`config.mk`:
```
export PLATFORM = sky130hd
export DESIGN_NAME = seq_fsm
export DESIGN_NICKNAME = d
export VERILOG_FILES = /design/src/rtl/seq_fsm.sv
export SDC_FILE = /design/constraint.sdc
export NUM_CORES = 1
export LEC_CHECK = 0
export CELL_PAD_IN_SITES_DETAIL_PLACEMENT = 1
export CELL_PAD_IN_SITES_GLOBAL_PLACEMENT = 1
export CORE_UTILIZATION = 35
export CTS_CLUSTER_DIAMETER = 80
export DETAILED_ROUTE_END_ITERATION = 8
export PLACE_DENSITY = 0.61
export SETUP_SLACK_MARGIN = 0.15
export SLEW_MARGIN = 30
export SYNTH_ARGS = -nofsm -noshare
export SYNTH_HDL_FRONTEND = slang
export SYNTH_SLANG_ARGS = --single-unit
```
`constraint.sdc`:
```
create_clock -name clk -period 3.6 [get_ports clk]
set_input_delay 0.72 -clock clk [delete_from_list [all_inputs] [get_ports clk]]
set_output_delay 0.72 -clock clk [all_outputs]
set_load 0.03 [all_outputs]
```
`src/rtl/seq_fsm.sv`:
```
// seq_fsm: debounced two-button sequence detector (AB/AA/BB) with timeout and hold timers.
module seq_fsm #(
  parameter int DEBOUNCE_TICKS = 4,
  parameter int TIMEOUT_TICKS  = 50,
  parameter int HOLD_TICKS     = 100
) (
  input  logic       clk,
  input  logic       rst_n,
  input  logic       tick_mf,
  input  logic       btn_a,
  input  logic       btn_b,
  output logic [1:0] state,
  output logic       seq_valid
);
  localparam int DW = $clog2(DEBOUNCE_TICKS) + 1;
  localparam int TW = $clog2(TIMEOUT_TICKS > HOLD_TICKS ? TIMEOUT_TICKS : HOLD_TICKS) + 1;
  typedef enum logic [2:0] {IDLE, GOT_A, GOT_B, OUT_AB, OUT_AA, OUT_BB} st_t;
  logic [1:0] raw, ev;
  assign raw = {btn_b, btn_a};
  for (genvar b = 0; b < 2; b++) begin : g_db
    logic s1_q, s2_q, deb_q, deb_p_q;
    logic [DW-1:0] cnt_q;
    always_ff @(posedge clk or negedge rst_n)
      if (!rst_n) begin
        s1_q    <= 1'b0;
        s2_q    <= 1'b0;
        deb_q   <= 1'b0;
        deb_p_q <= 1'b0;
        cnt_q   <= '0;
      end else begin
        s1_q    <= raw[b];
        s2_q    <= s1_q;
        deb_p_q <= deb_q;
        if (s2_q == deb_q) cnt_q <= '0;
        else if (tick_mf) begin
          if (cnt_q == DW'(DEBOUNCE_TICKS - 1)) begin
            deb_q <= s2_q;
            cnt_q <= '0;
          end else if (cnt_q != '1) cnt_q <= cnt_q + 1'b1;
        end
      end
    // Only rising debounced edges are events.
    assign ev[b] = deb_q & ~deb_p_q;
  end
  st_t st_q, st_d;
  logic [TW-1:0] tmr_q, tmr_d;
  logic [1:0] state_q, state_d;
  logic valid_q, valid_d, ev_a, ev_b, both, tmo, hld;
  always_comb begin
    ev_a = ev[0] & ~ev[1];
    ev_b = ev[1] & ~ev[0];
    both = ev[0] & ev[1];
    tmo  = tick_mf && tmr_q == TW'(TIMEOUT_TICKS - 1);
    hld  = tick_mf && tmr_q == TW'(HOLD_TICKS - 1);
    st_d = IDLE;
    case (st_q)
      IDLE:   st_d = both ? IDLE : ev_a ? GOT_A : ev_b ? GOT_B : IDLE;
      GOT_A:  st_d = both ? IDLE : ev_a ? OUT_AA : ev_b ? OUT_AB : tmo ? IDLE : GOT_A;
      GOT_B:  st_d = both ? IDLE : ev_b ? OUT_BB : ev_a ? GOT_A : tmo ? IDLE : GOT_B;
      OUT_AB, OUT_AA, OUT_BB: st_d = hld ? IDLE : st_q;
      default: st_d = IDLE;
    endcase
    // Any state change (including the GOT_B -> GOT_A restart) restarts the timer.
    tmr_d   = (st_d != st_q || st_q == IDLE) ? '0 :
              (tick_mf && tmr_q != '1) ? tmr_q + 1'b1 : tmr_q;
    state_d = st_d == OUT_AB ? 2'b01 : st_d == OUT_AA ? 2'b10 : st_d == OUT_BB ? 2'b11 : 2'b00;
    valid_d = (st_q == GOT_A || st_q == GOT_B) && state_d != 2'b00;
  end
  always_ff @(posedge clk or negedge rst_n)
    if (!rst_n) begin
      st_q    <= IDLE;
      tmr_q   <= '0;
      state_q <= 2'b00;
      valid_q <= 1'b0;
    end else begin
      st_q    <= st_d;
      tmr_q   <= tmr_d;
      state_q <= state_d;
      valid_q <= valid_d;
    end
  assign state     = state_q;
  assign seq_valid = valid_q;
endmodule

```
# After elaboration in Yosys (flattened, before gate mapping)
# Cells that the tools add are included.
[totals]
elab_cells = 90
output_inout_bits = 3
register_bits = 28
input_bits = 5
[classes]
mux = 26
n_addsub = 3
eq_ne = 18
bitwise = 11
n_reduce_logical = 18
[op_table]
columns = ["operator", "n"]
rows = [
  ["two-way mux 3 bit", 13],
  ["two-way mux 2 bit", 9],
  ["two-way mux 8 bit", 2],
  ["== test 3 x 2 -> 1 bit (second input constant)", 5],
  ["== test 3 bit (second input constant)", 4],
  ["one-hot mux 3 bit (4 select lines)", 1],
  ["adder 8 x 1 -> 8 bit (second input constant)", 1],
  ["== test 8 x 6 -> 1 bit (second input constant)", 1],
  ["== test 8 x 7 -> 1 bit (second input constant)", 1],
  ["inequality test 8 bit (second input constant)", 1],
  ["nonzero test 2 bit", 4],
  ["adder 3 x 1 -> 3 bit (second input constant)", 2],
  ["inequality test 3 bit (second input constant)", 2],
  ["inverter 1 bit", 6],
  ["AND reduction 3 bit", 2],
  ["nonzero test 3 bit", 2],
  ["bitwise AND 1 bit", 5],
  ["logical AND 1 bit", 4],
  ["AND reduction 2 bit", 2],
  ["== test 3 x 1 -> 1 bit (second input constant)", 1],
  ["logical NOT 3 bit", 1],
  ["inequality test 3 bit", 1],
  ["OR reduction 3 bit", 1],
  ["== test 1 bit", 2],
  ["other kinds (2)", 3],
]

# Longest topological paths before layout
# Gate-level depths: netlist (run 1).
[logic_depth]
ltp_word = 14
depth_mapped = 8
ltp_nobuf = 8

# Worst setup path before layout (run 1)
# OpenSTA, ideal clock, no wires.
[synth_path]
path_kind = "input -> register"
from = "input port tick_mf"
to = "register state_q[0] (netlist: state[0])"
stages = 6
n_path_buf = 1
path_slack_ns = 1.459
setup_time_ns = 0.130
required_time_ns = 3.470
t_arrival_ns = 2.011
cell_sequence = "buf_4 or4b_4 or2_2 a31o_2 nand2_1 a21oi_1"
[synth_via]
elab_chain_len = 10
elab_cells_between_ends = 18
cone_classes = "eq/ne: 3; mux: 13; reduce/logical: 2"
[synth_lines]
columns = ["item", "line", "source"]
rows = [
  ["start: declaration", "9", "input logic tick_mf,"],
  ["logical AND 1 bit", "53", "tmo = tick_mf && tmr_q == TW'(TIMEOUT_TICKS - 1);"],
  ["two-way mux 1 bit or two-way mux 2 bit (tied branches)", "58, 59", ""],
  ["two-way mux 2 bit, on equally long branches", "58, 59", ""],
  ["two-way mux 3 bit, on equally long branches (2 in series)", "58, 59", ""],
  ["one-hot mux 3 bit (4 select lines) *", "56", "case (st_q)"],
  ["== test 3 bit", "66", "state_d = st_d == OUT_AB ? 2'b01 : st_d == OUT_AA ? 2'b10 : st_d == OUT_BB ? 2'b11 : 2'b00;"],
  ["two-way mux 2 bit (2 in series)", "66", ""],
  ["two-way mux 2 bit *", "66", ""],
  ["net state_d[0]", "47", "logic [1:0] state_q, state_d;"],
  ["end signal: assignment", "78", "state_q <= state_d;"],
  ["end: declaration", "47", ""],
]
# The timed path passes the listed nets; every way through them passes the cells marked *.
# A chain may end at the register's enable or synchronous reset.

# Worst setup path after layout (run 1)
[layout_path]
from = "input port tick_mf"
to = "register tmr_q[5]"
[layout_via]
elab_chain_len = 9
elab_cells_between_ends = 17
cone_classes = "eq/ne: 1; mux: 11; reduce/logical: 5"
[layout_lines]
columns = ["item", "line", "source"]
rows = [
  ["logical AND 1 bit", "53", ""],
  ["two-way mux 1 bit or two-way mux 2 bit (tied branches)", "58, 59", ""],
  ["two-way mux 2 bit, on equally long branches", "58, 59", ""],
  ["two-way mux 3 bit, on equally long branches (2 in series)", "58, 59", ""],
  ["one-hot mux 3 bit (4 select lines)", "56", ""],
  ["inequality test 3 bit", "64", "tmr_d = (st_d != st_q || st_q == IDLE) ? '0 :"],
  ["logical OR 1 bit", "64", ""],
  ["two-way mux 8 bit or nonzero test 2 bit (tied branches)", "-", ""],
  ["end signal: assignment", "77", "tmr_q <= tmr_d;"],
  ["end: declaration", "46", "logic [TW-1:0] tmr_q, tmr_d;"],
]
# Parallel ways exist; a longest one is shown, timed or not.

==> results of run 1 <==
## layout make-up
type | count | area (um2) | share of cell area (%)
Timing Repair Buffer | 9 | 80.1 | 4.70
Tap cell | 50 | 62.6 | 3.67
Multi-Input combinational cell | 106 | 747 | 43.9
Clock buffer | 3 | 41.3 | 2.42
Inverter | 11 | 41.3 | 2.42
Sequential cell | 28 | 701 | 41.1
Clock inverter | 1 | 30.0 | 1.76
## routing by layer
metal | share of wire (%) | routed length, um | up-vias
met5 | 0 | 0 | -
met4 | 0.66 | 21 | 0
met3 | 0.98 | 31 | 2
met2 | 50 | 1570 | 2
met1 | 49 | 1530 | 552
li1 | - | - | 544
## worst max-delay path, delay by kind of cell
| family | cells | cell delay (ns) |
|---|---|---|
| compound gates | 2 | 0.42 |
| buf+inv | 1 | 0.48 |
| simple gates | 3 | 0.87 |
## cell usage after synthesis (2+ instances only)
cell,n
sky130_fd_sc_hd__nor2b_1,4
sky130_fd_sc_hd__inv_1,11
sky130_fd_sc_hd__nand2_1,17
sky130_fd_sc_hd__nand4b_1,2
sky130_fd_sc_hd__xnor2_1,5
sky130_fd_sc_hd__a21oi_1,6
sky130_fd_sc_hd__o211ai_1,2
sky130_fd_sc_hd__o21ai_0,2
sky130_fd_sc_hd__ha_1,9
sky130_fd_sc_hd__nand4_1,5
sky130_fd_sc_hd__dfrtp_1,28
sky130_fd_sc_hd__nor3b_1,3
sky130_fd_sc_hd__a211oi_1,5
sky130_fd_sc_hd__nor3_1,3
sky130_fd_sc_hd__nand2b_1,3
sky130_fd_sc_hd__nor4_1,2
sky130_fd_sc_hd__nor2_1,13
sky130_fd_sc_hd__mux2_2,2
sky130_fd_sc_hd__buf_2,2
## final timing paths
| check | startpoint | end | slack (ns) | depth (start not counted) |
|---|---|---|---|---|
| worst max register to register | g_db[1].deb_q | tmr_q[1] | 1.27 | 7 |
| worst min-delay path | g_db[1].s1_q | g_db[1].s2_q | 0.37 | 0 |
| worst max-delay path | tick_mf | tmr_q[5] | 1.25 | 6 |
| min in group asynchronous | rst_n | tmr_q[2] | 0.39 | 1 |
| max in group asynchronous | rst_n | g_db[0].s2_q | 2.71 | 2 |
| worst min register to register | g_db[1].s1_q | g_db[1].s2_q | 0.37 | 0 |
## where the power goes
part	internal (W)	total, W	switching (W)	leakage [nW]
clock network	0.000149	0.000243	0.0000946	0.0357
registers	0.000378	0.000449	0.0000715	0.371
logic	0.000192	0.000442	0.000250	0.314
## state kept, by name, indices dropped and copies added (netlist names)
| name | flops |
|---|---|
| g_db.cnt_q | 6 |
| g_db.deb_p_q | 2 |
| g_db.deb_q | 2 |
| g_db.s1_q | 2 |
| g_db.s2_q | 2 |
| seq_valid | 1 |
| st_q | 3 |
| state | 2 |
| tmr_q | 8 |
## stage by stage
step	setup WS, ns	util, %
after floorplan	1.46	-
after global placement	1.00	40.3
after detailed placement	0.949	40.3
after CTS	1.23	42.1
after global routing	1.00	42.0
final	1.25	42.0
## cells in the final DEF (no fill, tap or decap), types with 2 or more instances in the layout
master	n
sky130_fd_sc_hd__a211oi_1	5
sky130_fd_sc_hd__a21oi_1	6
sky130_fd_sc_hd__buf_4	2
sky130_fd_sc_hd__clkbuf_8	3
sky130_fd_sc_hd__clkdlybuf4s50_1	6
sky130_fd_sc_hd__dfrtp_1	28
sky130_fd_sc_hd__ha_1	9
sky130_fd_sc_hd__inv_1	11
sky130_fd_sc_hd__mux2_2	2
sky130_fd_sc_hd__nand2_1	17
sky130_fd_sc_hd__nand2b_1	3
sky130_fd_sc_hd__nand4_1	5
sky130_fd_sc_hd__nand4b_1	2
sky130_fd_sc_hd__nor2_1	13
sky130_fd_sc_hd__nor2b_1	4
sky130_fd_sc_hd__nor3_1	3
sky130_fd_sc_hd__nor3b_1	3
sky130_fd_sc_hd__nor4_1	2
sky130_fd_sc_hd__o211ai_1	2
sky130_fd_sc_hd__o21ai_0	2
sky130_fd_sc_hd__xnor2_1	5
## cell families (layout without fill, tap and decap cells)
| family | after synthesis | after routing | synth area share [%] |
|---|---|---|---|
| buffers and inverters | 15 | 24 | 4.14 |
| and+or+nand+nor | 61 | 61 | 22.0 |
| xor gates and xnor gates | 6 | 6 | 3.48 |
| DFF | 28 | 28 | 46.4 |
| AOI/OAI and AO/OA | 27 | 27 | 14.3 |
| adders and majority gates | 9 | 9 | 7.46 |
| muxes | 3 | 3 | 2.15 |
==> metrics.txt, run 1 <==
total CTS buffers=3; average wire per standard cell=15.2 um; Initial Utilization=37.2%; number of slew-limit violations in the final report=0; unique cell type count in the Yosys netlist=44; maximum single-stage delay on the critical path=0.51 ns; class of the worst hold path=reg -> reg; Total Power=0.00113 W; global routing met3 resource utilization=~2.0%; floorplan row count=23; Cell Count Post-Placement=204; area of placed instances=1640 um2; required time of the critical path=between 3 and 4 ns; unrepaired setup endpoints after global routing=no; Die Y-Extent=67.7 um; deepest level of the CTS H-tree=1; gpl congestion=around 0.85; Power per Cell Area=about 670 nW/um2; vias per inst=5.29; result of the run=complete, no violations; ratio of cells with drive above 1 in the final layout=between 10% and 20%; number of hold buffers added after cts=0; type of the worst setup path=in -> reg; final non-filler cell total=208; met2 Resource Use GR=about 27%; area of the die=4580 um2; routed vias=1100; ports placed on the boundary=8; Seq cells post-synth=28; data arrival time of the critical path=2.50 ns; transition at the pin with the smallest max-transition slack=around 0.57 ns; clock slew at the register clock pins of the worst setup and hold paths=0.10 ns; type of origin of the critical path=primary input; synthesized net count=around 160; number of gates resized after CTS=0; net count of the finished layout=173; first-pass GRT wire length=about 5300 um; Min Clock Period, post-route=2.35 ns; clock network latency to the later pin of the worst-skew pair=0.27 ns; top achievable clock speed=425 MHz; Total Neg Setup Slack=0 ns; total of endpoints with negative setup slack in the final report=0; global route hottest layer=met2; DR DRC count=0; violation count after the first detailed-routing iteration=58; total core area=4060 um2; total length of routed wires=3160 um; Antenna Violating Nets Remaining=0; count of buffers from port buffering=7; netlist area before placement=approximately 1500 um2; number of filler instances in the final layout=466; Fin Hold WS=0.370 ns; share of the synthesized area in the top cell type=46.4%; number of buffers on the longest clock path=2; async set-or-reset flop fraction in the synthesized netlist=100%; slowest library cell on the worst path=sky130_fd_sc_hd__or4b_4; sum of overflow across all layers after global routing=0; cell taking the most area after synthesis=sky130_fd_sc_hd__dfrtp_1; die outline width=67.7 um; number of warnings printed during yosys synthesis=0; Detail Placement HPWL=between 2000 and 2500 um; antenna diode count=0; overall fraction of global-route tracks in use=15.6%; largest clock skew in the final design=0.00737 ns; Leakage=0.721 nW; maximum capacitance violations=0; final worst-path cycle share=65.4%; Area growth syn-to-layout=12.8%; Relative slew margins=62.0%; post-route standard cell area excluding fillers=1700 um2; Post-CTS Setup Repair Bufs=0; cells taking the most area after synthesis=sky130_fd_sc_hd__dfrtp_1 46%, sky130_fd_sc_hd__ha_1 7.5%, sky130_fd_sc_hd__nand2_1 4.2%; endpoint class of the critical path=flop; TritonCTS clock tree=built; GR met1 Demand/Resource=20.4%; DRT Pass-1 Iters=3; number of standard cells after synthesis=149; syn_area_per_cell=10.1 um2; maximum number of pins on one net before global-route repair=22; critical-path cell list=clkdlybuf4s50_1 > or4b_4 > nor3_1 > nor4b_2 > o211ai_4 > a211oi_1; number of flops mapped to enable cells by yosys=0; via count of the first global-routing pass=1170; final hold vios=0; number of antenna violations at the first check in global routing=0; Main synth FF type=sky130_fd_sc_hd__dfrtp_1; critical path fanouts, max=8; sequential-to-total area share from yosys stat=46.4%; highest ir drop seen on vdd=0.198 mV; library cell used as clock root buffer=sky130_fd_sc_hd__clkbuf_8; number of sinks on the clock net=28
Note: power is estimated with default switching activity, not from simulation.
==> inputs of run 2 (changes only) <==
- PLACE_DENSITY: 0.61 -> 0.63
- clock period: 3.6 -> 2.04 ns (I/O delays scaled with it)
==> run 2 against run 1 <==
Against the previous run:
- cell area up 15%
- sequential power is 76% higher
- total power is 110% higher
- clock power up 84%
- register-to-register slack worse by 1.1 ns
==> metrics.txt, run 2 (synthesis gave the netlist of run 1 again) <==
result of the run=complete, no violations; overall fraction of global-route tracks in use=18.8%; type of the worst setup path=reg -> reg; most used cells in the layout excluding fill and tap cells=27 x sky130_fd_sc_hd__dfrtp_1, 17 x sky130_fd_sc_hd__nand2_1, 17 x sky130_fd_sc_hd__buf_4, 12 x sky130_fd_sc_hd__nor2_1, 10 x sky130_fd_sc_hd__inv_1; via count of the first global-routing pass=1334; critical path fanouts, max=8; antenna diode count=0; total of endpoints with negative setup slack in the final report=0; total length of routed wires=3780 um; first-pass GRT wire length=6240 um; class of the worst hold path=reg -> reg; area of placed instances=1730 um2; Relative slew margins=roughly 73%; post-route standard cell area excluding fillers=1960 um2; largest clock skew in the final design=approximately 0.0016 ns; DR DRC count=0; register with the highest flop count=tmr_q; Total Power=0.00239 W; die outline width=67.7 um; maximum number of pins on one net before global-route repair=29; gpl congestion=0.840; vias per inst=5.48; data arrival time of the critical path=2.06 ns; number of antenna violations at the first check in global routing=0; average wire per standard cell=between 15 and 20 um; Antenna Violating Nets Remaining=0; Area growth syn-to-layout=29.7%; critical path startpoint=tmr_q[3]; transition at the pin with the smallest max-transition slack=0.398 ns; worst setup path endpoint=tmr_q[4]; count of buffers from port buffering=7; Cell Count Post-Placement=216; ports placed on the boundary=8; total CTS buffers=3; ratio of cells with drive above 1 in the final layout=30.1%; deepest level of the CTS H-tree=1; type of origin of the critical path=flop; final hold vios=0; beginning of the worst register-to-register path=tmr_q[3]; maximum capacitance violations=0; highest ir drop seen on vdd=0.494 mV; clock slew at the register clock pins of the worst setup and hold paths=0.10 ns; number of buffers on the longest clock path=2; net count of the finished layout=around 190; most common cell after layout, fill and taps aside=sky130_fd_sc_hd__dfrtp_1; Min Clock Period, post-route=1.90 ns; library cell used as clock root buffer=sky130_fd_sc_hd__clkbuf_8; Die Y-Extent=approximately 68 um; Power per Cell Area=1220 nW/um2; clock network latency to the later pin of the worst-skew pair=0.28 ns; floorplan row count=23; unrepaired setup endpoints after global routing=yes; violation count after the first detailed-routing iteration=29; worst-case reg-to-reg path depth=6; endpoint class of the critical path=flop; Worst R2R End=tmr_q[4]; final non-filler cell total=223; Initial Utilization=37.2%; max reg flops=8; area of the die=around 4600 um2; Leakage=0.825 nW; final worst-path cycle share=93.4%; routed vias=1222; worst setup margin=0.136 ns; TritonCTS clock tree=built; Detail Placement HPWL=2630 um; number of slew-limit violations in the final report=0; number of sinks on the clock net=28; required time of the critical path=2.20 ns; biggest registers after layout=tmr_q x8, g_db.cnt_q x6, st_q x3; total core area=4060 um2; register-to-register setup slack=around 0.14 ns; sum of overflow across all layers after global routing=0; Post-Place Setup Slack=-0.289 ns; number of filler instances in the final layout=approximately 440; top achievable clock speed=525 MHz; DRT Pass-1 Iters=6
-- run 2: how the worst min path moves through the flow --
stage               depth (start not counted)  slack (ns)               end          from
CTS                                         0        0.36      g_db[0].s2_q  g_db[0].s1_q
finish                                      0        0.36      g_db[0].s2_q  g_db[0].s1_q
floorplan                                   0        0.11  g_db[0].cnt_q[0]         rst_n
global placement                            0        0.33      g_db[1].s2_q  g_db[1].s1_q
detailed placement                          0        0.34      g_db[1].s2_q  g_db[1].s1_q
global route                                0        0.37      g_db[0].s2_q  g_db[0].s1_q
-- run 2: cell type report --
| type | count | area, um2 | area share [%] |
|---|---|---|---|
| multi-input cells | 106 | 886 | 45.2 |
| well taps | 50 | 62.6 | 3.19 |
| clock buffers | 3 | 41.3 | 2.11 |
| flip-flops and latches | 28 | 702 | 35.8 |
| clock inverters | 1 | 30.0 | 1.53 |
| inverters | 11 | 41.3 | 2.11 |
| repair buffers | 24 | 196 | 10.0 |
-- run 2: critical path, cell delays in order (launching register included) --
cell and delay [ns]:
sky130_fd_sc_hd__dfrtp_1 0.43, sky130_fd_sc_hd__or4b_4 0.61, sky130_fd_sc_hd__o211ai_1 0.26, sky130_fd_sc_hd__buf_4 0.17, sky130_fd_sc_hd__o21ai_4 0.06, sky130_fd_sc_hd__o211ai_4 0.18
sky130_fd_sc_hd__a211oi_1 0.08
-- run 2: timing repair --
action                     in CTS  in global routing
hold buffers                    0                  0
resized for setup              19                 11
buffers inserted                1                  2
pin swaps                       6                  9
setup endpoints to repair      12                 10
-- run 2: where the power goes --
group,total (W),switching (W),internal [W]
registers,0.000791,0.000124,0.000667
clock network,0.000447,0.000184,0.000263
logic,0.00115,0.000611,0.000539
-- run 2: per-stage QoR --
stage / TNS [ns] / hold slack [ns] / utilization (%)
final: 0 / 0.362 / 48.3
after global routing: 0 / 0.368 / 48.3
after CTS: 0 / 0.363 / 46.7
after detailed placement: -3.23 / 0.341 / 42.6
after global placement: -2.54 / 0.333 / 42.6
after floorplan: 0 / 0.112 / -
-- run 2: routing by layer --
layer  track usage, %  wire length [um]
met5                0                 0
met4             7.71                42
met3             3.38               103
met2             34.4              2070
met1             21.1              1570
==> inputs of run 3 (changes only) <==
- CORE_MARGIN: unset -> 2
==> run 3 against run 2 <==
Against the previous run:
- total power increased by 0.59%
- utilization up 0.98 points
- cell count is 0.90% higher
- global-route usage decreased by 2.9 points
- worst setup slack lost 0.073 ns
- worst hold slack about the same
- non-clock buffer count is 2 higher
- clock skew grew 0.012 ns
- wire length increased by 0.13%
- sequential share of layout area shrank 1.0 points
- combinational power is essentially flat
- flip-flop and latch count is the same
- critical endpoint is now tmr_q[7]
==> metrics.txt, run 3 (synthesis gave the netlist of run 1 again) <==
gpl congestion=0.847; vias per inst=approximately 5.5; area of the die=4860 um2; area of placed instances=1730 um2; register with the highest flop count=tmr_q; floorplan row count=23; most common cell after layout, fill and taps aside=sky130_fd_sc_hd__dfrtp_1; final hold vios=0; Power per Cell Area=1190 nW/um2; DR DRC count=0; largest clock skew in the final design=roughly 0.014 ns; biggest registers after layout=tmr_q x8, g_db.cnt_q x6, st_q x3; first-pass GRT wire length=6240 um; number of antenna violations at the first check in global routing=0; antenna diode count=0; Multi-input gate area=911 um2; routed vias=1227; TritonCTS clock tree=built; deepest level of the CTS H-tree=1; number of sinks on the clock net=28; Detail Placement HPWL=2570 um; critical path fanouts, max=8; max reg flops=8; net count of the finished layout=190; class of the worst hold path=reg -> reg; total of endpoints with negative setup slack in the final report=0; total core area=just over 4000 um2; number of slew-limit violations in the final report=0; overall fraction of global-route tracks in use=between 15 and 20%; count of buffers from port buffering=7; required time of the critical path=2.18 ns; type of origin of the critical path=flop; type of the worst setup path=reg -> reg; Min Clock Period, post-route=1.98 ns; final worst-path cycle share=a little over nine tenths; Area growth syn-to-layout=33.3%; endpoint class of the critical path=flop; top achievable clock speed=506 MHz; highest ir drop seen on vdd=0.406 mV; Relative slew margins=73.0%; die outline width=69.7 um; Worst Hold Depth=0; clock network latency to the later pin of the worst-skew pair=between 0.2 and 0.3 ns; data arrival time of the critical path=roughly 2.1 ns; Layout Utilization=49.3%; sum of overflow across all layers after global routing=0; number of hold buffers added after cts=0; total length of routed wires=3790 um; result of the run=complete, no violations; ports placed on the boundary=8; Leakage=0.848 nW; footprint of the flip-flops and latches=701 um2; number of buffers on the longest clock path=2; post-route standard cell area excluding fillers=2010 um2; average wire per standard cell=16.8 um; Initial Utilization=roughly 37%; worst-case reg-to-reg path depth=5; ratio of cells with drive above 1 in the final layout=31.4%; via count of the first global-routing pass=around 1300; number of filler instances in the final layout=about 460; total CTS buffers=3; Die Y-Extent=69.7 um; maximum capacitance violations=0; maximum number of pins on one net before global-route repair=29; transition at the pin with the smallest max-transition slack=0.404 ns; clock slew at the register clock pins of the worst setup and hold paths=0.11 ns; most used cells in the layout excluding fill and tap cells=28 x sky130_fd_sc_hd__dfrtp_1, 17 x sky130_fd_sc_hd__nand2_1, 15 x sky130_fd_sc_hd__buf_4, 12 x sky130_fd_sc_hd__nor2_1, 10 x sky130_fd_sc_hd__inv_1; library cell used as clock root buffer=sky130_fd_sc_hd__clkbuf_8; Antenna Violating Nets Remaining=0; unrepaired setup endpoints after global routing=yes; violation count after the first detailed-routing iteration=between 40 and 50; DRT Pass-1 Iters=4
==> run 3: cell types whose count changed in the layout (fill, tap and decap cells not counted), moves of 2 or more <==
| cell | previous run | this run |
|---|---|---|
| sky130_fd_sc_hd__a21oi_2 | 0 | 2 |
| sky130_fd_sc_hd__ha_4 | 0 | 2 |
| sky130_fd_sc_hd__a211oi_2 | 2 | 4 |
| sky130_fd_sc_hd__buf_4 | 17 | 15 |
| sky130_fd_sc_hd__nor4_1 | 0 | 2 |
| sky130_fd_sc_hd__a211oi_1 | 3 | 1 |
| sky130_fd_sc_hd__a21oi_1 | 6 | 4 |
| sky130_fd_sc_hd__nor4_2 | 2 | 0 |
| sky130_fd_sc_hd__buf_6 | 0 | 4 |
==> run 3: power breakdown <==
| group | internal [W] | switching (W) | total (W) |
|---|---|---|---|
| registers | 0.000667 | 0.000118 | 0.000786 |
| logic | 0.000559 | 0.000616 | 0.00117 |
| clock network | 0.000263 | 0.000179 | 0.000442 |
| total | 0.00149 | 0.000913 | 0.00240 |
==> run 3: through the flow <==
step	worst slack, ns	setup TNS (ns)	total power (W)	hold slack, ns	instances
after floorplan	0.202	0	0.00138	0.112	149
after global placement	-0.220	-2.46	0.00163	0.334	216
after detailed placement	-0.323	-3.57	0.00169	0.342	216
after CTS	0.111	0	0.00223	0.368	221
after global routing	-0.00949	-0.00949	0.00255	0.375	225
final	0.0625	0	0.00240	0.362	225
==> run 3: area by class of cell <==
cell class	count	share of cell area (%)
clock buffer	3	2.05
clock inverter	1	1.49
inverter	11	2.05
multi-input combinational	106	45.2
sequential	28	34.8
tap	50	3.11
timing repair buffer	26	11.2
==> run 3: path summary, 6_finish.rpt <==
| kind | start | to | slack [ns] |
|---|---|---|---|
| max in group asynchronous | rst_n | tmr_q[1] | 1.26 |
| min in group asynchronous | rst_n | seq_valid | 0.50 |
| min reg2reg | g_db[0].s1_q | g_db[0].s2_q | 0.36 |
| max reg2reg | tmr_q[3] | tmr_q[7] | 0.06 |
| max | tmr_q[3] | tmr_q[7] | 0.06 |
| min | g_db[0].s1_q | g_db[0].s2_q | 0.36 |
==> run 3: critical path, stage by stage, from the launching register on <==
cell                       delay, ns
sky130_fd_sc_hd__dfrtp_1        0.44
sky130_fd_sc_hd__or4b_4         0.63
sky130_fd_sc_hd__nor2_4         0.17
sky130_fd_sc_hd__o21ai_2        0.10
sky130_fd_sc_hd__o211ai_4       0.40
sky130_fd_sc_hd__nor2_1         0.10
==> run 3: what timing repair did <==
action / 4_1_cts / 5_1_grt
setup endpoints to repair: 12 / 10
pin swaps: 7 / 10
cloned: 0 / 0
resized for setup: 16 / 22
buffers inserted: 1 / 4
==> run 3: per-layer routing <==
metal	routed length, um	share of wire, %	vias up	global-route usage, %
li1	-	-	579	-
met1	1660	44	634	19.7
met2	2010	53	8	27.8
met3	57	1.5	6	2.47
met4	65	1.7	0	6.20
met5	0	0	-	0
